## config.mk

```make
export PLATFORM = sky130hd
export DESIGN_NAME = alu_sequencer
export DESIGN_NICKNAME = d
export VERILOG_FILES = /design/src/rtl/alu_sequencer.sv
export SDC_FILE = /design/constraint.sdc
export NUM_CORES = 1
export LEC_CHECK = 0
export ABC_AREA = 1
export CAP_MARGIN = 20
export CORE_MARGIN = 5
export CORE_UTILIZATION = 40
export CTS_CLUSTER_SIZE = 28
export DETAILED_ROUTE_END_ITERATION = 6
export GPL_ROUTABILITY_DRIVEN = 0
export PLACE_DENSITY = 0.74
export SETUP_SLACK_MARGIN = 0.1
export SLEW_MARGIN = 40
export SYNTH_ARGS = -nofsm -noshare
export SYNTH_HDL_FRONTEND = slang
export SYNTH_SLANG_ARGS = --single-unit
```

## constraint.sdc

```tcl
create_clock -name clk -period 1.3 [get_ports clk]
set_clock_uncertainty 0.15 [all_clocks]
set_input_delay 0.325 -clock clk [delete_from_list [all_inputs] [get_ports clk]]
set_output_delay 0.325 -clock clk [all_outputs]
set_load 0.02 [all_outputs]
```

## src/rtl/alu_sequencer.sv

```systemverilog
// Command sequencer for an external 4-bit ALU: loads an accumulator, issues one ALU
// operation per command, captures the result and holds it until the consumer takes it.
module alu_sequencer #(
  parameter int DATA_W = 4
) (
  input  logic              clk,
  input  logic              rst_n,
`ifdef USE_POWER_PINS
  inout  wire               vccd1,
  inout  wire               vssd1,
`endif
  input  logic              cmd_valid,
  output logic              cmd_ready,
  input  logic [1:0]        cmd_op,
  input  logic              cmd_load,
  input  logic [DATA_W-1:0] cmd_data,
  output logic [DATA_W-1:0] alu_a,
  output logic [DATA_W-1:0] alu_b,
  output logic              alu_ctrl0,
  output logic              alu_ctrl1,
  input  logic [DATA_W-1:0] alu_c,
  input  logic              alu_ovf,
  output logic              res_valid,
  input  logic              res_ready,
  output logic [DATA_W-1:0] res_data,
  output logic              res_ovf,
  output logic              ovf_sticky,
  input  logic              clr_sticky,
  output logic [7:0]        op_count
);

  typedef enum logic [1:0] {IDLE, EXEC, RESP} state_t;

  localparam logic [1:0] OP_CMP = 2'b11;

  state_t            state, state_next;
  logic [DATA_W-1:0] acc;
  logic [DATA_W-1:0] b_reg;
  logic [1:0]        op_reg;

  always_ff @(posedge clk or negedge rst_n) begin
    if (!rst_n) state <= IDLE;
    else        state <= state_next;
  end

  always_comb begin
    state_next = state;
    cmd_ready  = 1'b0;
    alu_a      = acc;
    alu_b      = '0;
    alu_ctrl0  = 1'b0;
    alu_ctrl1  = 1'b0;
    case (state)
      IDLE: begin
        cmd_ready = 1'b1;
        if (cmd_valid && !cmd_load) state_next = EXEC;
      end
      EXEC: begin
        alu_b      = b_reg;
        alu_ctrl0  = op_reg[0];
        alu_ctrl1  = op_reg[1];
        state_next = RESP;
      end
      RESP: begin
        if (res_ready) state_next = IDLE;
      end
      default: state_next = IDLE;
    endcase
  end

  always_ff @(posedge clk or negedge rst_n) begin
    if (!rst_n) begin
      acc        <= '0;
      b_reg      <= '0;
      op_reg     <= '0;
      res_valid  <= 1'b0;
      res_data   <= '0;
      res_ovf    <= 1'b0;
      ovf_sticky <= 1'b0;
      op_count   <= '0;
    end else begin
      if (state == IDLE && cmd_valid) begin
        if (cmd_load) begin
          acc <= cmd_data;
        end else begin
          op_reg <= cmd_op;
          b_reg  <= cmd_data;
        end
      end
      // Result capture; compare reports A > B without disturbing the accumulator.
      if (state == EXEC) begin
        res_data  <= alu_c;
        res_ovf   <= alu_ovf;
        res_valid <= 1'b1;
        if (op_reg != OP_CMP) acc <= alu_c;
      end
      if (state == RESP && res_ready) begin
        res_valid <= 1'b0;
        op_count  <= op_count + 8'd1;
      end
      if (state == EXEC && alu_ovf) ovf_sticky <= 1'b1;
      else if (clr_sticky)          ovf_sticky <= 1'b0;
    end
  end

endmodule
```

* Word-level counts from Yosys, hierarchy flattened
Cells that the tools add are included.
W data, S select, Z words.
** Operators by class
- Add/subtract/negate cells :: 1
- Multiplexer cells :: 15
- Reductions and logical operators :: 10
- Equal/unequal tests :: 5
- Bitwise gates (word level) :: 1
** Operator list (number)
- $mux W4 :: 5
- $add A8 B1 Y8 const B :: 1
- $mux W1 :: 7
- $ne A2 B2 Y1 const B :: 3
- $pmux W2 S3 :: 1
- $logic_and A1 B1 Y1 :: 4
- $mux W2 :: 2
- $reduce_and A2 Y1 :: 2
- $reduce_bool A2 Y1 :: 2
- $eq A2 B1 Y1 const B :: 1
- $eq A2 B2 Y1 const B :: 1
- $logic_not A2 Y1 :: 1
- $logic_not A1 Y1 :: 1
- $not A1 Y1 :: 1
** Word-level totals
- Word-level logic and storage cells :: 41
- Output and inout bits :: 26
- Register bits after elaboration :: 27

* Logic depth before layout (Yosys ltp)
Gate-level depths: netlist of run 1.
- Depth after elaboration :: 5
- Gate-level depth with buffers :: 7

* Worst setup path after synthesis of run 1
Ideal clock, no wire load.
- Kind :: reg-to-output
- Start point :: register state[1]
- End point :: output port alu_b[0]
- Arrival time :: 1.191 ns
- Data required time :: 0.825 ns
- Stages on the path, launching flop included :: 5
- Slack :: -0.366 ns
- Cell sequence :: dfrtp_1 nor2_4 inv_1 buf_4 nor2_1
** On the way
- Longest elaborated chain between the ends :: 2
** RTL lines
- start: declaration :: line 36 : state_t state, state_next;
- start signal: assignment :: line 43 : else state <= state_next;
- $eq A2 B1 Y1 :: line 53 : case (state)
- $mux W4 :: line 53
- end: declaration :: line 18 : output logic [DATA_W-1:0] alu_b,
No other way between the ends.

* Final worst setup path of run 1
- Start point :: register state[1]
- End point :: output port alu_b[1]
The elaborated chain is that of the path after synthesis.

==> results by group, run 1 <==
Layout
  • Synth-to-Final Area Change: 74.7%
  • Max reg flops: 8
  • Reg with most FFs: op_count
  • N_diodes: 0
  • Share of cells above drive strength 1: 40.8%
  • Post-layout nets: 252
  • Commonest non-fill, non-tap cell in the layout: nand2_1
  • Core Util, Final: 73.4%
  • Cell Count, Final, Fillers Out: 277
  • Most frequent cells in the layout: nand2_1, buf_6, buf_4
  • Post-Layout Inst Area: 2240 um^2

Global routing
  • Antenna violations before repair: 0
  • First-pass GRT wire length: 5.92 mm
  • GRT Total Usage: 17.3%
  • Grt ovf: 0
  • Largest net degree at the start of global routing: 28
  • Vias in the first global route: 1338

Pwr
  • Max rail drop VDD: 0.726 mV
  • Switching share of power: 36.9%
  • Internal Pwr Total: 0.00207 W
  • P per Cell Area: 1470 nW/um^2
  • Clk pwr share: 11.0%
  • Seq pwr share: 37.3%
  • P_leak: 1.13 nW
  • Psw: 0.00121 W
  • Power share of the combinational group: 51.7%

Setup path
  • Crit Path Max Fanout: 7
  • R2R setup slack: -0.15 ns
  • Startpoint types: flip-flop
  • CP max stage cell: dfrtp_2
  • Critical path arrival: 1.24 ns
  • CP Cell Sequence: nor2_4, inv_6, nor2_4, buf_6
  • Crit. End Element: output port
  • Slowest stage delay, CP: 0.45 ns
  • Worst EP required: 0.82 ns
  • Cell mode on critical path: nor2_4
  • Worst Path Class, Setup: reg -> out

Synthesis
  • Mux share of post-synthesis cell area: 0%
  • Average size of a mapped cell: 8.27 um^2
  • Synth warn: 0
  • Synth top area share: 52.7%
  • Fraction of registers with async set/reset: 100%
  • Register bit total from synthesis: 27
  • Synth Area in XOR/XNOR: 2.73%
  • Net count of the mapped netlist: 173
  • EDFF count, synth: 0
  • Synth Instances: 155
  • Simple-Gate Fraction of Synth Area: 30.5%
  • Unique masters post-synth: 21
  • Largest family of logic cells by synthesized area: simple AND/OR/NAND/NOR gates
  • Compound-gate portion of the synthesized area: 4.29%
  • Post-Syn Area: 1280 um^2
  • Dominant cell type by area after synthesis: dfrtp_1
  • Top_reg_cell synth: dfrtp_1
  • Top area cells in the synthesized netlist: dfrtp_1, nand2_1, inv_1, nor2_1, nor2_4
  • Post-synthesis adder-cell area fraction: 0.976%
  • Seq/Total Area, Yosys: 52.7%

Clocking
  • Clk_lat worst skew: 0.32 ns
  • Clock buffer depth: 2
  • CTS sink count: 27
  • TritonCTS clock tree: built
  • CTS H-Tree Depth: 1
  • TritonCTS Buffers: 3
  • Worst-path clk slew: 0.14 ns
  • Clk root buf: clkbuf_4

Floorplanning
  • Die area: 4440 um^2
  • Row count: 20
  • Core box area: 3050 um^2
  • Die width: 66.6 um
  • Ports: 43
  • Die Y: 66.6 um
  • Starting Density: 42.0%

Drt
  • Via Count: 1229
  • Antenna Nets Post-Route: 0
  • Detailed Routing Iterations Pass 1: 6
  • Routed WL: 3.29 mm
  • Drt initial violations: 52
  • Via density per instance: 4.44
  • DR WL/cell: 11.9 um
  • Residual DRC: 0

Placed design
  • Post-DP Area: 1990 um^2
  • Pre-CTS WS: -0.556 ns
  • Placed insts: 261
  • DP HPWL: 2.37 mm
  • I/O Buffers: 42

STA
  • Max transition margin: 77.6%
  • Final number of setup-violating endpoints: 45
  • Fmax: 584 MHz
  • Total negative setup slack: -5.64 ns
  • Fin. Hold Viols: 0
  • Fin crit period: 1.71 ns
  • Max Slew Vio Count: 0
  • RSZ-0062 raised after global routing: true
  • Final worst-path cycle share: 132%
  • Worst slew pin tran: 0.335 ns
  • Setup ws final: -0.412 ns

Outcome
  • Outcome: finished, violations left
  • Failing checks: negative setup slack

Worst hold path
  • Tightest Hold Check Type: in -> async

Flow run
  • Max-cap violations: 0
-- cells by family after synthesis --
logic type / Yosys count
and+or+nand+nor: 85
buffers and inverters: 27
DFF: 27
AOI/OAI and AO/OA: 11
xor gates and xnor gates: 4
adders and majority gates: 1
-- layout make-up --
cell class,count,area [um^2]
multi-input cells,101,619
flip-flops and latches,27,681
repair buffers,75,749
inverters,25,101
clock inverters,1,5.00
repair inverters,1,7.51
clock buffers,3,22.5
fillers,243,812
well taps,44,55.1
-- critical path: cells and delay by family, from the launching register on --
| kind | cells | cell delay [ns] |
|---|---|---|
| buffers and inverters | 2 | 0.21 |
| flip-flops | 1 | 0.45 |
| AND/OR/NAND/NOR | 2 | 0.25 |
-- metal layers --
layer | wire [um] | global-route usage [%]
met1 | 1340 | 19.9
met2 | 1730 | 31.6
met3 | 202 | 4.22
met4 | 12 | 4.57
met5 | 0 | 0
-- Yosys cell counts (2+ instances only) --
cell / number
nor2_4: 4
o21ai_1: 6
xnor2_1: 2
inv_1: 24
o21ai_0: 4
dfrtp_1: 27
nand2_2: 2
xor2_1: 2
nor2_1: 18
nand2_1: 48
nand3_1: 8
-- what timing repair did --
action | 4_1_cts | 5_1_grt
pin swaps | 8 | 1
gates resized for setup | 171 | 14
cloned | 1 | 0
endpoints found under the setup margin | 49 | 53
buffers inserted | 8 | 5
hold buffers | 0 | 0
-- per-stage QoR --
| step | hold slack [ns] | total power (W) |
|---|---|---|
| 2_1_floorplan | -0.121 | 0.00189 |
| 3_3_place_gp | 0.306 | 0.00259 |
| 3_5_place_dp | 0.308 | 0.00263 |
| 4_1_cts | 0.184 | 0.00321 |
| 5_1_grt | 0.167 | 0.00353 |
| 6_report | 0.182 | 0.00328 |
-- worst paths after layout --
kind / start / endpoint / depth (start not counted)
setup / recovery: state[1] / alu_b[1] / 4
hold / removal: rst_n / op_count[1] / 2
setup reg to reg: state[1] / alu_a[2] / 8
hold reg to reg: res_data[0] / res_data[0] / 2
max in group asynchronous: rst_n / op_count[2] / 2
min in group clk: res_data[0] / res_data[0] / 2
-- power groups by stage --
stage	Clock, W	Combinational, W	Sequential (W)
5_1_grt	0.000420	0.00185	0.00126
6_report	0.000362	0.00170	0.00123
3_3_place_gp	0	0.00140	0.00120
4_1_cts	0.000372	0.00161	0.00122
3_5_place_dp	0	0.00143	0.00120
2_1_floorplan	0	0.000433	0.00146
Power figures use the tool's default switching activity.
==> inputs of run 2 (changes only) <==
--- a/config.mk
+++ b/config.mk
@@ -7,6 +7,7 @@
 export LEC_CHECK = 0
 export ABC_AREA = 1
 export CAP_MARGIN = 20
+export CORE_ASPECT_RATIO = 1.2
 export CORE_MARGIN = 5
 export CORE_UTILIZATION = 40
 export CTS_CLUSTER_SIZE = 28
==> run 2 against run 1 <==
The flow still finishes with violations (negative setup slack); worst setup slack improved by 0.023 ns; non-clock buffer count increased by 7; via count increased by 5.8%; sequential power about the same; register-to-register slack got worse by 0.04 ns; largest power group unchanged.
==> results by group, run 2 (synthesis gave the netlist of run 1 again) <==
Outcome
  • Failing checks: negative setup slack
  • Outcome: finished, violations left

Layout
  • Commonest non-fill, non-tap cell in the layout: nand2_1
  • Post-layout nets: 259
  • Share of cells above drive strength 1: 44.2%
  • Max reg flops: 8
  • Core Util, Final: 74.2%
  • N_diodes: 0
  • Synth-to-Final Area Change: 78.4%
  • Post-Layout Inst Area: 2290 um^2
  • Most frequent cells in the layout: nand2_1, buf_6, buf_4
  • Reg with most FFs: op_count
  • Cell Count, Final, Fillers Out: 276
  • Fillers: 231

Clocking
  • Clk_lat worst skew: 0.32 ns
  • Clk root buf: clkbuf_4
  • Clock buffer depth: 2
  • CTS sink count: 27
  • CTS H-Tree Depth: 1
  • TritonCTS Buffers: 3
  • Hold_buf cts: 0
  • Worst-path clk slew: 0.15 ns
  • TritonCTS clock tree: built

Placed design
  • Post-DP Area: 1990 um^2
  • I/O Buffers: 42
  • Pre-CTS WS: -0.572 ns
  • DP HPWL: 2.44 mm
  • Placed insts: 255

Drt
  • Via Count: 1300
  • Detailed Routing Iterations Pass 1: 6
  • DR WL/cell: 12.4 um
  • Routed WL: 3.43 mm
  • Drt initial violations: 16
  • Antenna Nets Post-Route: 0
  • Residual DRC: 0
  • Via density per instance: 4.71

Pwr
  • P_leak: 1.16 nW
  • P per Cell Area: 1480 nW/um^2
  • Max rail drop VDD: 1.27 mV

Global routing
  • Grt met1 use: 19.7%
  • Grt peak-use layer: met2
  • Met2 usage: 28.9%
  • GRT met3 Usage: 3.20%
  • Antenna violations before repair: 0
  • Grt ovf: 0
  • Vias in the first global route: 1430
  • Largest net degree at the start of global routing: 28
  • First-pass GRT wire length: 5.76 mm
  • GRT Total Usage: 16.5%

STA
  • Max Slew Vio Count: 0
  • Final worst-path cycle share: 130%
  • Max transition margin: 78.2%
  • RSZ-0062 raised after global routing: true
  • Fin. Hold Viols: 0
  • Fmax: 592 MHz
  • Setup ws final: -0.389 ns
  • Fin crit period: 1.69 ns
  • Final number of setup-violating endpoints: 41
  • Total negative setup slack: -5.10 ns
  • Worst slew pin tran: 0.326 ns

Setup path
  • Crit. End Element: output port
  • Crit Path Max Fanout: 8
  • Worst Path Class, Setup: reg -> out
  • Startpoint types: flip-flop
  • Worst EP required: 0.82 ns
  • Critical path arrival: 1.21 ns

Floorplanning
  • Die area: 4440 um^2
  • Die width: 61.7 um
  • Core box area: 3080 um^2
  • Die Y: 72.0 um
  • Starting Density: 41.6%
  • Row count: 22
  • Ports: 43

Worst hold path
  • Tightest Hold Check Type: in -> async

Flow run
  • Max-cap violations: 0
run 2: changes by cell type in the layout (fill, tap and decap cells not counted), sizes merged:
cell / change
clkbuf: +1
clkdlybuf4s50: +1
clkinv: -1
dlymetal6s2s: -1
buf: +7
run 2: layout make-up:
type / count / area, um^2 / area share, %
Timing Repair Buffer: 82 / 792 / 34.6
Sequential cell: 27 / 681 / 29.7
Multi-Input combinational cell: 101 / 636 / 27.8
Inverter: 25 / 101 / 4.43
Tap cell: 36 / 45.0 / 1.97
Clock buffer: 4 / 26.3 / 1.15
Timing Repair inverter: 1 / 7.51 / 0.328
run 2: path summary, 6_finish.rpt:
kind	startpoint	endpoint	slack, ns	cells past startpoint
setup / recovery	state[1]	alu_b[0]	-0.39	4
hold / removal	rst_n	op_count[2]	0.18	2
setup reg to reg	state[1]	alu_a[2]	-0.19	8
hold reg to reg	res_data[0]	res_data[0]	0.36	2
max in group asynchronous	rst_n	alu_a[1]	0.64	2
min in group clk	res_data[0]	res_data[0]	0.36	2
run 2: worst max-delay path, cell delays in order (launching register included):
cell     delay, ns
dfrtp_2       0.46
nor2_4        0.13
inv_6         0.09
nor2_4        0.09
buf_6         0.12
run 2: per-stage QoR:
step	hold WS [ns]	total power [W]
4_1_cts	0.182	0.00331
3_3_place_gp	0.307	0.00260
6_report	0.184	0.00338
2_1_floorplan	-0.121	0.00189
3_5_place_dp	0.316	0.00265
5_1_grt	0.159	0.00361
run 2: what timing repair did:
action,4_1_cts,5_1_grt
pin swaps,10,9
endpoints found under the setup margin,50,52
cloned,1,0
buffers inserted,12,5
resized for setup,174,11
run 2: power by group:
| part | internal (W) | switching (W) | total, W |
|---|---|---|---|
| combinational | 0.000941 | 0.000854 | 0.00180 |
| clock | 0.000120 | 0.000234 | 0.000354 |
| sequential | 0.00107 | 0.000162 | 0.00123 |
| total | 0.00213 | 0.00125 | 0.00338 |
run 2: layer usage:
layer,vias up,routed length [um]
met1,613,1310
met2,45,1880
met3,4,218
li1,638,-
met5,-,0
met4,0,25
==> inputs of run 3 (changes only) <==
--- a/config.mk
+++ b/config.mk
@@ -6,6 +6,7 @@
 export NUM_CORES = 1
 export LEC_CHECK = 0
 export ABC_AREA = 1
+export ABC_CLOCK_PERIOD_IN_PS = 1300
 export CAP_MARGIN = 20
 export CORE_ASPECT_RATIO = 1.2
 export CORE_MARGIN = 5
@@ -13,6 +14,7 @@
 export CTS_CLUSTER_SIZE = 28
 export DETAILED_ROUTE_END_ITERATION = 6
 export GPL_ROUTABILITY_DRIVEN = 0
+export GPL_TIMING_DRIVEN = 0
 export PLACE_DENSITY = 0.74
 export SETUP_SLACK_MARGIN = 0.1
 export SLEW_MARGIN = 40
==> constraint.sdc (replaced) <==
create_clock -name clk -period 1.3 [get_ports clk]
set_clock_uncertainty 0.15 [all_clocks]
set_input_delay 0.39 -clock clk [delete_from_list [all_inputs] [get_ports clk]]
set_output_delay 0.39 -clock clk [all_outputs]
set_load 0.02 [all_outputs]
==> run 3 against run 2 <==
The flow finishes with violations (negative hold slack, negative setup slack); critical path type unchanged; die area unchanged; cell count fell by 1.1%; first-iteration DRC count grew to 3.0 times the previous value.
==> results by group, run 3 (synthesis gave the netlist of run 1 again) <==
Layout
  • Cell Count, Final, Fillers Out: 273
  • Commonest non-fill, non-tap cell in the layout: nand2_1
  • Post-Layout Inst Area: 2240 um^2
  • Share of cells above drive strength 1: 44.3%
  • Reg with most FFs: op_count
  • Max reg flops: 8
  • Fillers: 233
  • Area taken by multi-input logic gates: 604 um^2
  • N_diodes: 0
  • Core Util, Final: 72.6%
  • Reg area: 681 um^2
  • Synth-to-Final Area Change: 74.4%
  • Post-layout nets: 256
  • Most frequent cells in the layout: nand2_1, buf_6, buf_4

STA
  • Max Slew Vio Count: 0
  • Final number of setup-violating endpoints: 50
  • Fin. Hold Viols: 27
  • Worst slew pin tran: 0.593 ns
  • Fin crit period: 1.85 ns
  • Max transition margin: 60.4%
  • Final worst-path cycle share: 142%
  • Worst hold slack: -0.0931 ns
  • RSZ-0062 raised after global routing: true
  • Fmax: 541 MHz
  • Setup ws final: -0.548 ns

Setup path
  • CP max stage cell: dfrtp_2
  • Cell mode on critical path: nor2_4
  • Worst Path Class, Setup: reg -> out
  • Critical path arrival: 1.31 ns
  • Crit Path Max Fanout: 7
  • Worst EP required: 0.76 ns
  • Critical R2R Launch: state[1]
  • Worst Setup SP: state[1]
  • Slowest stage delay, CP: 0.45 ns
  • CP Cell Sequence: nor2_4, inv_2, buf_12, nor2_4, buf_6
  • Crit. End Element: output port
  • Startpoint types: flip-flop

Drt
  • Via Count: 1300
  • Residual DRC: 0
  • Antenna Nets Post-Route: 0
  • Detailed Routing Iterations Pass 1: 4
  • Via density per instance: 4.76
  • Drt initial violations: 48
  • Routed WL: 3.46 mm
  • DR WL/cell: 12.7 um

Pwr
  • Psw: 0.00120 W
  • Internal Pwr Total: 0.00206 W
  • P_leak: 1.15 nW
  • Final Power: 0.00326 W
  • Switching share of power: 36.7%
  • Max rail drop VDD: 1.10 mV
  • Seq pwr share: 37.7%
  • Power share of the combinational group: 51.5%
  • P per Cell Area: 1460 nW/um^2
  • Clk pwr share: 10.8%

Outcome
  • Outcome: finished, violations left
  • Failing checks: negative hold slack, negative setup slack

Global routing
  • First-pass GRT wire length: 6.06 mm
  • Largest net degree at the start of global routing: 28
  • GRT Total Usage: 17.6%
  • Antenna violations before repair: 0
  • Grt ovf: 0
  • Vias in the first global route: 1436

Placed design
  • Post-DP Area: 1820 um^2
  • I/O Buffers: 42
  • Placed insts: 233
  • DP HPWL: 2.21 mm

Floorplanning
  • Die width: 61.7 um
  • Die Y: 72.0 um
  • Row count: 22
  • Ports: 43
  • Starting Density: 41.6%
  • Die area: 4440 um^2
  • Core box area: 3080 um^2

Clocking
  • Clk root buf: clkbuf_4
  • Worst-path clk slew: 0.14 ns
  • TritonCTS clock tree: built
  • TritonCTS Buffers: 3
  • CTS H-Tree Depth: 1
  • Clk_lat worst skew: 0.31 ns
  • Clock buffer depth: 2
  • CTS sink count: 27

Flow run
  • Max-cap violations: 0

Worst hold path
  • Tightest Hold Check Type: in -> async
run 3: changes by cell type in the layout (fill, tap and decap cells not counted), moves of 2 or more:
cell / change
buf_4: -5
nand2_1: -4
nand2_2: +4
nand3_4: -4
nand3_2: +3
buf_6: +2
run 3: per-layer routing:
| layer | GRT usage [%] | routed length [um] | vias up |
|---|---|---|---|
| met3 | 2.85 | 189 | 4 |
| met2 | 30.4 | 1870 | 47 |
| met1 | 21.5 | 1370 | 615 |
| met5 | 0 | 0 | - |
| li1 | - | - | 634 |
| met4 | 6.13 | 25 | 0 |
run 3: critical path, delay by kind of cell, from the launching register on:
kind	cells	cell delay (ns)
flip-flops	1	0.45
buffers and inverters	3	0.33
AND/OR/NAND/NOR	2	0.21
run 3: worst paths after layout:
kind,to,slack [ns],cells after the start
worst min register to register,res_data[2],0.40,2
worst min-delay path,op_count[0],-0.09,1
worst max register to register,alu_a[3],-0.33,10
worst max-delay path,alu_b[1],-0.55,5
max in group asynchronous,state[1],0.68,1
min in group clk,res_data[2],0.40,2
run 3: through the flow:
step / hold WS (ns) / TNS, ns / worst slack [ns]
after CTS: -0.0871 / -8.87 / -0.572
after global routing: -0.0692 / -13.33 / -0.626
after floorplan: -0.0556 / -1.49 / -0.263
final: -0.0931 / -10.22 / -0.548
after detailed placement: 0.283 / -16.77 / -0.907
after global placement: 0.308 / -34.80 / -0.883
run 3: cell type report:
| class | count | share of cell area [%] |
|---|---|---|
| Tap cell | 36 | 2.01 |
| Sequential cell | 27 | 30.4 |
| Inverter | 25 | 4.19 |
| Clock buffer | 4 | 1.17 |
| Timing Repair Buffer | 78 | 33.8 |
| Multi-Input combinational cell | 101 | 27.0 |
| Buffer | 2 | 1.40 |
run 3: power groups by stage:
stage / logic (W) / clock network [W] / registers [W]
after floorplan: 0.000433 / 0 / 0.00146
after global placement: 0.00115 / 0 / 0.00126
after detailed placement: 0.00117 / 0 / 0.00127
after CTS: 0.00149 / 0.000370 / 0.00122
after global routing: 0.00182 / 0.000405 / 0.00126
final: 0.00168 / 0.000353 / 0.00123
run 3: what timing repair did:
| action | CTS | global route |
|---|---|---|
| pin swaps | 5 | 10 |
| hold endpoints to repair | 27 | 27 |
| setup buffers | 27 | 14 |
| endpoints found under the setup margin | 46 | 52 |
| gates resized for setup | 161 | 24 |
| gates cloned | 0 | 1 |
